[config.mk]
export PLATFORM = sky130hd
export DESIGN_NAME = atu_tune_ctrl
export DESIGN_NICKNAME = d
export VERILOG_FILES = /design/src/rtl/atu_tune_ctrl.sv
export SDC_FILE = /design/constraint.sdc
export NUM_CORES = 1
export LEC_CHECK = 0
export ABC_CLOCK_PERIOD_IN_PS = 3000
export CAP_MARGIN = 20
export CORE_MARGIN = 1.5
export CORE_UTILIZATION = 35
export CTS_BUF_LIST = sky130_fd_sc_hd__clkbuf_4
export CTS_CLUSTER_SIZE = 16
export DETAILED_ROUTE_END_ITERATION = 6
export GPL_TIMING_DRIVEN = 0
export HOLD_SLACK_MARGIN = 0.12
export PLACE_DENSITY = 0.5
export SYNTH_ARGS = -nofsm -noshare
export SYNTH_HDL_FRONTEND = slang
export SYNTH_SLANG_ARGS = --single-unit
[constraint.sdc]
create_clock -name clk -period 3 [get_ports clk]
set_clock_uncertainty 0.15 [all_clocks]
set_input_delay 0.6 -clock clk [delete_from_list [all_inputs] [get_ports clk]]
set_output_delay 0.6 -clock clk [all_outputs]
set_load 0.05 [all_outputs]
[src/rtl/atu_tune_ctrl.sv]
// atu_tune_ctrl
//
// Sequencer for the external antenna tuner (V4 ATU). A one-cycle tune request
// becomes a timed START pulse toward the tuner. The block then watches the
// tuner's KEY/status line and requests a carrier for the length of the tune.
// Each attempt ends with a one-cycle done pulse and a result code. Board-level
// inversions on the tuner pins are handled outside this block.
//
// Ports:
//   clk         system clock
//   rst         asynchronous reset, active high
//   tune_start  one-cycle start pulse, honoured only in IDLE
//   tune_abort  level, aborts any active tune
//   atu_ack     tuner busy/KEY, asynchronous to clk
//   atu_req     START drive to the tuner
//   tune_tx     carrier request to the transmit path
//   busy        high whenever the sequencer is not idle
//   done        one-cycle pulse at the end of each attempt
//   result      0 ok, 1 no-ack timeout, 2 tune timeout, 3 aborted
//
// Compile option:
//   ATU_ACK_FILTER_EN  when defined, ack_s only follows the synchronized ack
//                      after it has held a new level for 4 consecutive ms
//                      ticks of a free-running prescaler (3..4 ms latency).
//
// state   | meaning
// --------+--------------------------------------------------
// IDLE    | waiting for tune_start, outputs low
// REQ     | START pulse toward the tuner, REQ_MS long
// WAITACK | carrier on, waiting up to ACK_WAIT_MS for ack
// TUNE    | carrier on while ack is high, up to TUNE_MAX_MS
// FIN     | one cycle, done pulse with result code

module atu_tune_ctrl #(
    parameter int TICK_DIV    = 76800,
    parameter int REQ_MS      = 64,
    parameter int ACK_WAIT_MS = 512,
    parameter int TUNE_MAX_MS = 10000
) (
    input  logic       clk,
    input  logic       rst,
    input  logic       tune_start,
    input  logic       tune_abort,
    input  logic       atu_ack,
    output logic       atu_req,
    output logic       tune_tx,
    output logic       busy,
    output logic       done,
    output logic [1:0] result
);

    localparam int MAX_AB = (REQ_MS > ACK_WAIT_MS) ? REQ_MS : ACK_WAIT_MS;
    localparam int MAX_MS = (MAX_AB > TUNE_MAX_MS) ? MAX_AB : TUNE_MAX_MS;
    localparam int MSW    = $clog2(MAX_MS + 1);
    localparam int PW     = (TICK_DIV > 1) ? $clog2(TICK_DIV) : 1;

    localparam logic [PW-1:0]  PRE_TC  = PW'(TICK_DIV - 1);
    localparam logic [MSW-1:0] MS_SAT  = '1;
    localparam logic [MSW-1:0] MS_REQ  = MSW'(REQ_MS);
    localparam logic [MSW-1:0] MS_ACK  = MSW'(ACK_WAIT_MS);
    localparam logic [MSW-1:0] MS_TUNE = MSW'(TUNE_MAX_MS);

    localparam logic [1:0] RES_OK       = 2'd0;
    localparam logic [1:0] RES_NO_ACK   = 2'd1;
    localparam logic [1:0] RES_TUNE_TO  = 2'd2;
    localparam logic [1:0] RES_ABORTED  = 2'd3;

    typedef enum logic [2:0] {
        ST_IDLE,
        ST_REQ,
        ST_WAITACK,
        ST_TUNE,
        ST_FIN
    } state_t;

    state_t         state_q, state_d;
    logic [PW-1:0]  presc_q, presc_d;
    logic [MSW-1:0] ms_q, ms_d;
    logic [1:0]     result_q, result_d;
    logic           atu_req_q, atu_req_d;
    logic           tune_tx_q, tune_tx_d;
    logic           busy_q, busy_d;
    logic           done_q, done_d;
    logic           sync1_q, sync1_d;
    logic           sync2_q, sync2_d;

    logic           ack_s;
    logic           tick;
    logic [MSW-1:0] ms_inc;
    logic           req_hit;
    logic           ack_hit;
    logic           tune_hit;

    // ---------------------------------------------------------------
    // ack synchronizer (and optional debounce filter)
    // ---------------------------------------------------------------
    always_comb begin
        sync1_d = atu_ack;
        sync2_d = sync1_q;
    end

`ifdef ATU_ACK_FILTER_EN
    logic [PW-1:0] fpresc_q, fpresc_d;
    logic [1:0]    fcnt_q, fcnt_d;
    logic          ack_f_q, ack_f_d;
    logic          ftick;

    // Free-running so the filter delay does not depend on state entries.
    assign ftick = (fpresc_q == PRE_TC);

    always_comb begin
        fpresc_d = ftick ? '0 : fpresc_q + PW'(1);
        fcnt_d   = fcnt_q;
        ack_f_d  = ack_f_q;
        if (sync2_q == ack_f_q) begin
            fcnt_d = '0;
        end else if (ftick) begin
            // The fourth consecutive tick at the new level commits it.
            if (fcnt_q == 2'd3) begin
                ack_f_d = sync2_q;
                fcnt_d  = '0;
            end else begin
                fcnt_d = fcnt_q + 2'd1;
            end
        end
    end

    always_ff @(posedge clk or posedge rst) begin
        if (rst) begin
            fpresc_q <= '0;
            fcnt_q   <= '0;
            ack_f_q  <= 1'b0;
        end else begin
            fpresc_q <= fpresc_d;
            fcnt_q   <= fcnt_d;
            ack_f_q  <= ack_f_d;
        end
    end

    assign ack_s = ack_f_q;
`else
    assign ack_s = sync2_q;
`endif

    // ---------------------------------------------------------------
    // ms timebase: hit flags fire on the cycle whose tick brings the
    // count to the limit, so each state lasts exactly limit*TICK_DIV.
    // ---------------------------------------------------------------
    assign tick     = (presc_q == PRE_TC);
    assign ms_inc   = (tick && (ms_q != MS_SAT)) ? ms_q + MSW'(1) : ms_q;
    assign req_hit  = tick && (ms_inc == MS_REQ);
    assign ack_hit  = tick && (ms_inc == MS_ACK);
    assign tune_hit = tick && (ms_inc == MS_TUNE);

    // ---------------------------------------------------------------
    // next state / result
    // ---------------------------------------------------------------
    always_comb begin
        state_d  = state_q;
        result_d = result_q;
        case (state_q)
            ST_IDLE: begin
                if (tune_start && !tune_abort) state_d = ST_REQ;
            end
            ST_REQ: begin
                if (tune_abort) begin
                    state_d  = ST_FIN;
                    result_d = RES_ABORTED;
                end else if (req_hit) begin
                    state_d = ST_WAITACK;
                end
            end
            ST_WAITACK: begin
                if (tune_abort) begin
                    state_d  = ST_FIN;
                    result_d = RES_ABORTED;
                end else if (ack_s) begin
                    state_d = ST_TUNE;
                end else if (ack_hit) begin
                    state_d  = ST_FIN;
                    result_d = RES_NO_ACK;
                end
            end
            ST_TUNE: begin
                // Ack release is checked before the timeout so a tie is ok.
                if (tune_abort) begin
                    state_d  = ST_FIN;
                    result_d = RES_ABORTED;
                end else if (!ack_s) begin
                    state_d  = ST_FIN;
                    result_d = RES_OK;
                end else if (tune_hit) begin
                    state_d  = ST_FIN;
                    result_d = RES_TUNE_TO;
                end
            end
            ST_FIN: begin
                state_d = ST_IDLE;
            end
            default: begin
                state_d = ST_IDLE;
            end
        endcase
    end

    // Timebase restarts on every state entry and stays cleared in IDLE.
    always_comb begin
        presc_d = '0;
        ms_d    = '0;
        if ((state_d == state_q) && (state_q != ST_IDLE)) begin
            presc_d = tick ? '0 : presc_q + PW'(1);
            ms_d    = ms_inc;
        end
    end

    // Outputs decode the next state so they change on the state edge.
    always_comb begin
        atu_req_d = (state_d == ST_REQ);
        tune_tx_d = (state_d == ST_WAITACK) || (state_d == ST_TUNE);
        busy_d    = (state_d != ST_IDLE);
        done_d    = (state_d == ST_FIN);
    end

    always_ff @(posedge clk or posedge rst) begin
        if (rst) begin
            state_q   <= ST_IDLE;
            presc_q   <= '0;
            ms_q      <= '0;
            result_q  <= RES_OK;
            atu_req_q <= 1'b0;
            tune_tx_q <= 1'b0;
            busy_q    <= 1'b0;
            done_q    <= 1'b0;
            sync1_q   <= 1'b0;
            sync2_q   <= 1'b0;
        end else begin
            state_q   <= state_d;
            presc_q   <= presc_d;
            ms_q      <= ms_d;
            result_q  <= result_d;
            atu_req_q <= atu_req_d;
            tune_tx_q <= tune_tx_d;
            busy_q    <= busy_d;
            done_q    <= done_d;
            sync1_q   <= sync1_d;
            sync2_q   <= sync2_d;
        end
    end

    assign atu_req = atu_req_q;
    assign tune_tx = tune_tx_q;
    assign busy    = busy_q;
    assign done    = done_q;
    assign result  = result_q;

endmodule

==> run_results.csv, run 1 <==
group,metric,value,unit
status,status,"finished, final reports clean",
detailed_routing,wl_met3,140,µm
global_route,grt_max_degree,35,
cts,cts_sinks,42,
cts,cts_buffer_depth,2,
placement,post-place-cells,381,
placement,placed_cell_area,2874,µm²
power_and_ir_drop,max-vdd-ir-drop,315.6,µV
detailed_routing,drcViolationCount,0,
critical_path,r2r_start,"ms_q[0]",
detailed_routing,drt_iter0_markers,107,
min_path,hold_class,"flip-flop to flip-flop",
cells_and_area,fin_area,3378,µm²
yosys,synth_nets,278,
detailed_routing,routed_via_density,5.148,
critical_path,crit_path_start_kind,"flip-flop",
detailed_routing,routedWlPerCell,15.57,µm
die,die_h,89.69,µm
die,dieArea,8043,µm²
yosys,synth_top_area_cell,"dfrtp_1",
timing,worst_pin_slew,0.5139,ns
yosys,synth_top_area_share,39.96,%
cells_and_area,final_common_cell,"dfrtp_1",
cts,clk_latency,0.37,ns
cts,cts_tree,"done",
global_route,grt_first_pass_wirelength,10280,µm
die,ios,11,
timing,relSlewSlack,65.63,%
die,core_area,7253,µm²
detailed_routing,dr.pass1.iters,4,
global_route,grt_use_total,16.99,%
critical_path,ff2ff_path_depth,12,
placement,hpwlAfterDp,4200,µm
placement,place_congestion,0.8133,
critical_path,cp-endpoint,"presc_q[2]",
yosys,syn_inst,271,
power_and_ir_drop,p_per_area,333.9,nW/µm²
critical_path,cp_data_arrival_time,3.09,ns
cells_and_area,layout.cells.most_common_list,"40 x dfrtp_1, 32 x buf_4, 23 x nand2_1, 23 x a21oi_1",
cts,cts_made_buffers,5,
timing,hold_viol_final,0,
flow_run,max-cap-violations,0,
critical_path,cp_data_required_time,3.12,ns
yosys,ys.flop_type,"dfrtp_1",
cells_and_area,nets,327,
yosys,syn_avg_cell_area,9.705,µm²
yosys,ys_ff_latch,42,
detailed_routing,ant_nets,0,
die,die_w,89.69,µm
cts,path_clk_slew,0.15,ns
detailed_routing,num_vias,2162,
critical_path,setup.worst_path.start,"ms_q[0]",
cells_and_area,synthToLayoutAreaGrowth,28.45,%
timing,fmax,337.2,MHz
yosys,netlist_area,2630,µm²
yosys,synthArstFlopShare,100.0,%
placement,port_buffers,10,
critical_path,worstReg2RegEnd,"presc_q[2]",
die,initial_utilization,36.26,%
critical_path,crit_fanout,7,
critical_path,critPathKind,"flip-flop to flip-flop",
detailed_routing,wl_met1,3241,µm
cells_and_area,diodes,0,
yosys,synth_warnings,0,
timing,rsz0062_at_grt,"yes",
yosys,ys_seq_area_share,39.96,%
detailed_routing,wirelength,6540,µm
global_route,antenna_found_initial,0,
yosys,ys_top_cells_by_area,"dfrtp_1 40%, a21oi_1 5.7%, xnor2_1 5.7%, xor2_1 4.7%, nand2_1 3.3%",
timing,tns,0,ns
yosys,synth_edf_count,0,
cts,htreeDepth,2,
timing,period_share,98.86,%
detailed_routing,route.met2.wl,3088,µm
power_and_ir_drop,p_leak,1.307,nW
critical_path,r2r_slack,0.03,ns
global_route,grt_pass1_vias,2011,
cts,cts-root-buf,"clkbuf_4",
cells_and_area,drive_above_1_share,30.84,%
cells_and_area,stdcell_count,420,
detailed_routing,top_layer,"met4",
timing,finalMaxSlewViolations,0,
die,rows,31,
timing,period_needed,2.966,ns
global_route,overflow,0,
yosys,ys_types,57,
critical_path,crit_path_end_kind,"flip-flop",
timing,finalSetupViolCount,0,
stage by stage:
step                      util (%)  power, mW  worst slack [ns]  hold slack, ns
after global routing         46.58      1.180           -0.1038          0.2431
after floorplan                  -     0.6763           0.09998          0.1812
after CTS                    42.45      1.134          0.001598          0.2224
after detailed placement     39.62     0.7200           -0.5201          0.1864
final                        46.58      1.128           0.03413          0.2181
after global placement       39.35     0.7168           -0.5022          0.1842
worst max-delay path, stage by stage (launching register included):
cell	delay, ns
dfrtp_2	0.45
ha_2	0.28
nand3_4	0.16
nor4_4	0.32
buf_4	0.20
nor4_4	0.05
mux2_4	0.33
nor4_4	0.30
a21oi_4	0.13
o21ai_4	0.18
buf_6	0.14
buf_6	0.12
a21oi_1	0.07
layout make-up:
cell class	count	area [µm²]
plain buffers	16	135.1
clock buffers	5	37.54
clock inverters	3	48.80
fillers	744	3875
inverters	5	18.77
multi-input cells	207	1584
flip-flops and latches	42	1054
well taps	99	123.9
repair buffers	43	376.6
power breakdown:
| group | internal (mW) | switching [mW] | total [mW] |
|---|---|---|---|
| sequential | 0.580 | 0.0108 | 0.590 |
| combinational | 0.0491 | 0.0851 | 0.134 |
| clock | 0.181 | 0.223 | 0.404 |
| total | 0.810 | 0.318 | 1.13 |
sequential cells by signal (all words and copies together) (netlist names):
name     count
done         1
ms_q        14
presc_q     17
tune_tx      1
result       2
atu_req      1
ack_s        1
sync1_q      1
busy         1
state_q      3
per-layer routing:
metal	up-vias	GRT usage, %
met5	-	0
met1	1055	25.74
met3	7	2.925
met4	0	4.196
met2	22	25.03
li1	1078	-
logic make-up (layout without fill, tap and decap cells):
logic type                 count (synthesis)  in the layout  synth area share (%)
DFF                                       42             42                 39.96
and+or+nand+nor                          104            104                 24.31
adders and majority gates                  2              2                0.9513
muxes                                      5              5                 2.093
xor gates and xnor gates                  32             32                 10.94
buffers and inverters                     22             72                 5.043
AOI/OAI and AO/OA                         64             64                 16.70
repair_timing:
action                     CTS  global route
gates resized for setup     15            37
setup buffers                7            21
hold endpoints to repair     0             0
hold buffers                 0             0
gates cloned                 0             4
pin swaps                    6            25
setup endpoints to repair   37            35
cell usage after synthesis (3+ instances only):
| cell | number |
|---|---|
| nand2b_1 | 3 |
| clkbuf_1 | 4 |
| nor4_4 | 3 |
| xor2_1 | 14 |
| nand2_1 | 23 |
| nor3_1 | 8 |
| inv_1 | 5 |
| buf_2 | 4 |
| buf_4 | 6 |
| o21a_1 | 3 |
| nand4_1 | 8 |
| buf_6 | 3 |
| mux2i_1 | 4 |
| a211oi_1 | 8 |
| dfrtp_1 | 42 |
| and3_1 | 4 |
| nor2_1 | 18 |
| a21oi_1 | 30 |
| and4_1 | 4 |
| nand3_1 | 16 |
| xnor2_1 | 17 |
worst min-delay path by stage:
stage	from	to	slack, ns	depth (start not counted)
after floorplan	sync1_q	ack_s	0.18	0
after global placement	sync1_q	ack_s	0.18	0
after detailed placement	sync1_q	ack_s	0.19	0
after CTS	sync1_q	ack_s	0.22	0
after global routing	sync1_q	ack_s	0.24	0
final	sync1_q	ack_s	0.22	0
Power figures use the tool's default switching activity.
==> run 2: changes to the inputs <==
--- a/config.mk
+++ b/config.mk
@@ -5,7 +5,7 @@
 export SDC_FILE = /design/constraint.sdc
 export NUM_CORES = 1
 export LEC_CHECK = 0
-export ABC_CLOCK_PERIOD_IN_PS = 3000
+export ABC_CLOCK_PERIOD_IN_PS = 2950
 export CAP_MARGIN = 20
 export CORE_MARGIN = 1.5
 export CORE_UTILIZATION = 35
@@ -14,7 +14,7 @@
 export DETAILED_ROUTE_END_ITERATION = 6
 export GPL_TIMING_DRIVEN = 0
 export HOLD_SLACK_MARGIN = 0.12
-export PLACE_DENSITY = 0.5
+export PLACE_DENSITY = 0.48
 export SYNTH_ARGS = -nofsm -noshare
 export SYNTH_HDL_FRONTEND = slang
 export SYNTH_SLANG_ARGS = --single-unit
==> constraint.sdc (replaced) <==
create_clock -name clk -period 2.95 [get_ports clk]
set_clock_uncertainty 0.15 [all_clocks]
set_input_delay 0.59 -clock clk [delete_from_list [all_inputs] [get_ports clk]]
set_output_delay 0.59 -clock clk [all_outputs]
set_load 0.05 [all_outputs]
==> run 2 against run 1 <==
Against the previous run: the flow now finishes with violations (negative setup slack); highest routed layer unchanged; hold slack lost 0.00084 ns; via count is the same; largest cell class unchanged; global-route usage is essentially flat; final area shrank 2.2%; critical path depth is the same; largest power group unchanged; critical endpoint is now presc_q[11]; setup slack lost 0.082 ns; maximum frequency shrank 1.1%.
==> run_results.csv, run 2 (same netlist as run 1, synthesis figures left out) <==
group,metric,value,unit
detailed_routing,wirelength,6458,µm
global_route,grt_first_pass_wirelength,10540,µm
die,ios,11,
power_and_ir_drop,p_per_area,318.0,nW/µm²
die,rows,31,
critical_path,cpMostUsedCell,"nor4_4",
cells_and_area,final_core_utilization,45.54,%
global_route,gr-usage-met2,26.73,%
critical_path,slowest_delay,0.39,ns
cts,cts_made_buffers,5,
timing,setup_ws,-0.04783,ns
min_path,hold_class,"flip-flop to flip-flop",
critical_path,ff2ff_path_depth,12,
timing,worst_pin_slew,0.5079,ns
min_path,worst_hold_path.num_cells,0,
critical_path,crit_path_end_kind,"flip-flop",
timing,fmax,333.6,MHz
global_route,met1_usage,24.08,%
timing,relSlewSlack,66.04,%
cts,clk_latency,0.38,ns
timing,rsz0062_at_grt,"yes",
detailed_routing,num_vias,2162,
cells_and_area,stdcell_count,414,
critical_path,cp_data_arrival_time,3.11,ns
critical_path,crit_path_cell_trace,"ha_2, and4_1, buf_6, nand4_4, nor4_4, mux2_4, nor4_4, a21oi_4, o21ai_4, buf_12, buf_8, a211oi_2",
critical_path,r2r_slack,-0.05,ns
cts,cts_buffer_depth,2,
timing,tns,-0.9912,ns
cts,cts_hold_buf,0,
placement,hpwlAfterDp,4223,µm
global_route,grt_util_met3,3.016,%
global_route,antenna_found_initial,0,
timing,finalMaxSlewViolations,0,
power_and_ir_drop,max-vdd-ir-drop,207.9,µV
global_route,grt_pass1_vias,2107,
placement,post-place-cells,381,
critical_path,crit_path_start_kind,"flip-flop",
power_and_ir_drop,power,1.050,mW
placement,dp_slack,-0.5331,ns
cells_and_area,layout.cells.most_common_list,"40 x dfrtp_1, 27 x buf_4, 24 x a21oi_1",
cells_and_area,final_common_cell,"dfrtp_1",
die,initial_utilization,36.26,%
cells_and_area,largest_register_ffs,17,
cts,cts-root-buf,"clkbuf_4",
cells_and_area,synthToLayoutAreaGrowth,25.59,%
detailed_routing,routed_via_density,5.222,
cts,path_clk_slew,0.15,ns
global_route,grt_use_total,17.04,%
critical_path,cp_slowest_cell,"dfrtp_1",
cts,htreeDepth,2,
die,die_w,89.69,µm
cts,cts_sinks,42,
critical_path,critPathKind,"flip-flop to flip-flop",
cells_and_area,diodes,0,
cts,cts_tree,"done",
detailed_routing,drcViolationCount,0,
cells_and_area,reg_top3,"presc_q: 17 flops, ms_q: 14 flops, state_q: 3 flops",
global_route,overflow,0,
placement,place_congestion,0.7890,
detailed_routing,ant_nets,0,
cells_and_area,max_flop_register,"presc_q",
critical_path,cp_data_required_time,3.06,ns
timing,hold_viol_final,0,
placement,port_buffers,10,
cells_and_area,nets,321,
die,dieArea,8043,µm²
detailed_routing,drt_iter0_markers,115,
timing,period_needed,2.998,ns
detailed_routing,dr.pass1.iters,4,
flow_run,max-cap-violations,0,
status,violations,"negative setup slack",
die,die_h,89.69,µm
critical_path,crit_fanout,7,
cells_and_area,final.fill_count,716,
power_and_ir_drop,p_leak,1.261,nW
timing,period_share,101.6,%
cells_and_area,drive_above_1_share,28.57,%
timing,finalSetupViolCount,30,
status,status,"complete, but fails checks",
global_route,busiest_layer,"met2",
die,core_area,7253,µm²
global_route,grt_max_degree,33,
detailed_routing,routedWlPerCell,15.60,µm
[run 2: per-stage QoR]
stage | hold slack [ns] | area [µm²]
after floorplan | 0.1812 | 2630
after global placement | 0.1844 | 2854
after detailed placement | 0.1847 | 2874
after CTS | 0.2191 | 3082
after global routing | 0.2565 | 3303
final | 0.2173 | 3303
[run 2: routing by layer]
layer	wire, µm	up-vias
met5	0	-
met4	74	0
met3	163	5
met2	3089	28
met1	3131	1063
li1	-	1066
[run 2: worst paths after layout]
kind / to / from
hold reg to reg: ack_s / sync1_q
min in group asynchronous: presc_q[4] / rst
setup reg to reg: presc_q[11] / presc_q[1]
hold / removal: ack_s / sync1_q
max in group asynchronous: ms_q[1] / rst
setup / recovery: presc_q[11] / presc_q[1]
[run 2: critical path: cells and delay by family, from the launching register on]
kind,cells,cell delay [ns]
multiplexers,1,0.36
buffers and inverters,3,0.40
AO/OA/AOI/OAI,3,0.34
AND/OR/NAND/NOR,4,1.04
flip-flops,1,0.39
adder cells (fa/ha/maj),1,0.18
[run 2: layout make-up]
| type | count | area (µm²) | area share (%) |
|---|---|---|---|
| Multi-Input combinational cell | 207 | 1572 | 47.58 |
| Clock inverter | 3 | 23.77 | 0.7197 |
| Clock buffer | 5 | 37.54 | 1.136 |
| Inverter | 5 | 18.77 | 0.5682 |
| Buffer | 16 | 135.1 | 4.091 |
| Timing Repair Buffer | 37 | 339.1 | 10.27 |
| Tap cell | 99 | 123.9 | 3.750 |
| Sequential cell | 42 | 1054 | 31.89 |
[run 2: what timing repair did]
action                                  in CTS  in global routing
endpoints found under the setup margin      38                 35
resized for setup                           18                 24
pin swaps                                    7                 18
setup buffers                               10                 13
gates cloned                                 0                  3
[run 2: where the power goes]
part           switching [mW]  total (mW)  internal [mW]
clock                   0.224       0.320         0.0956
sequential             0.0109       0.600          0.589
combinational          0.0833       0.130         0.0467
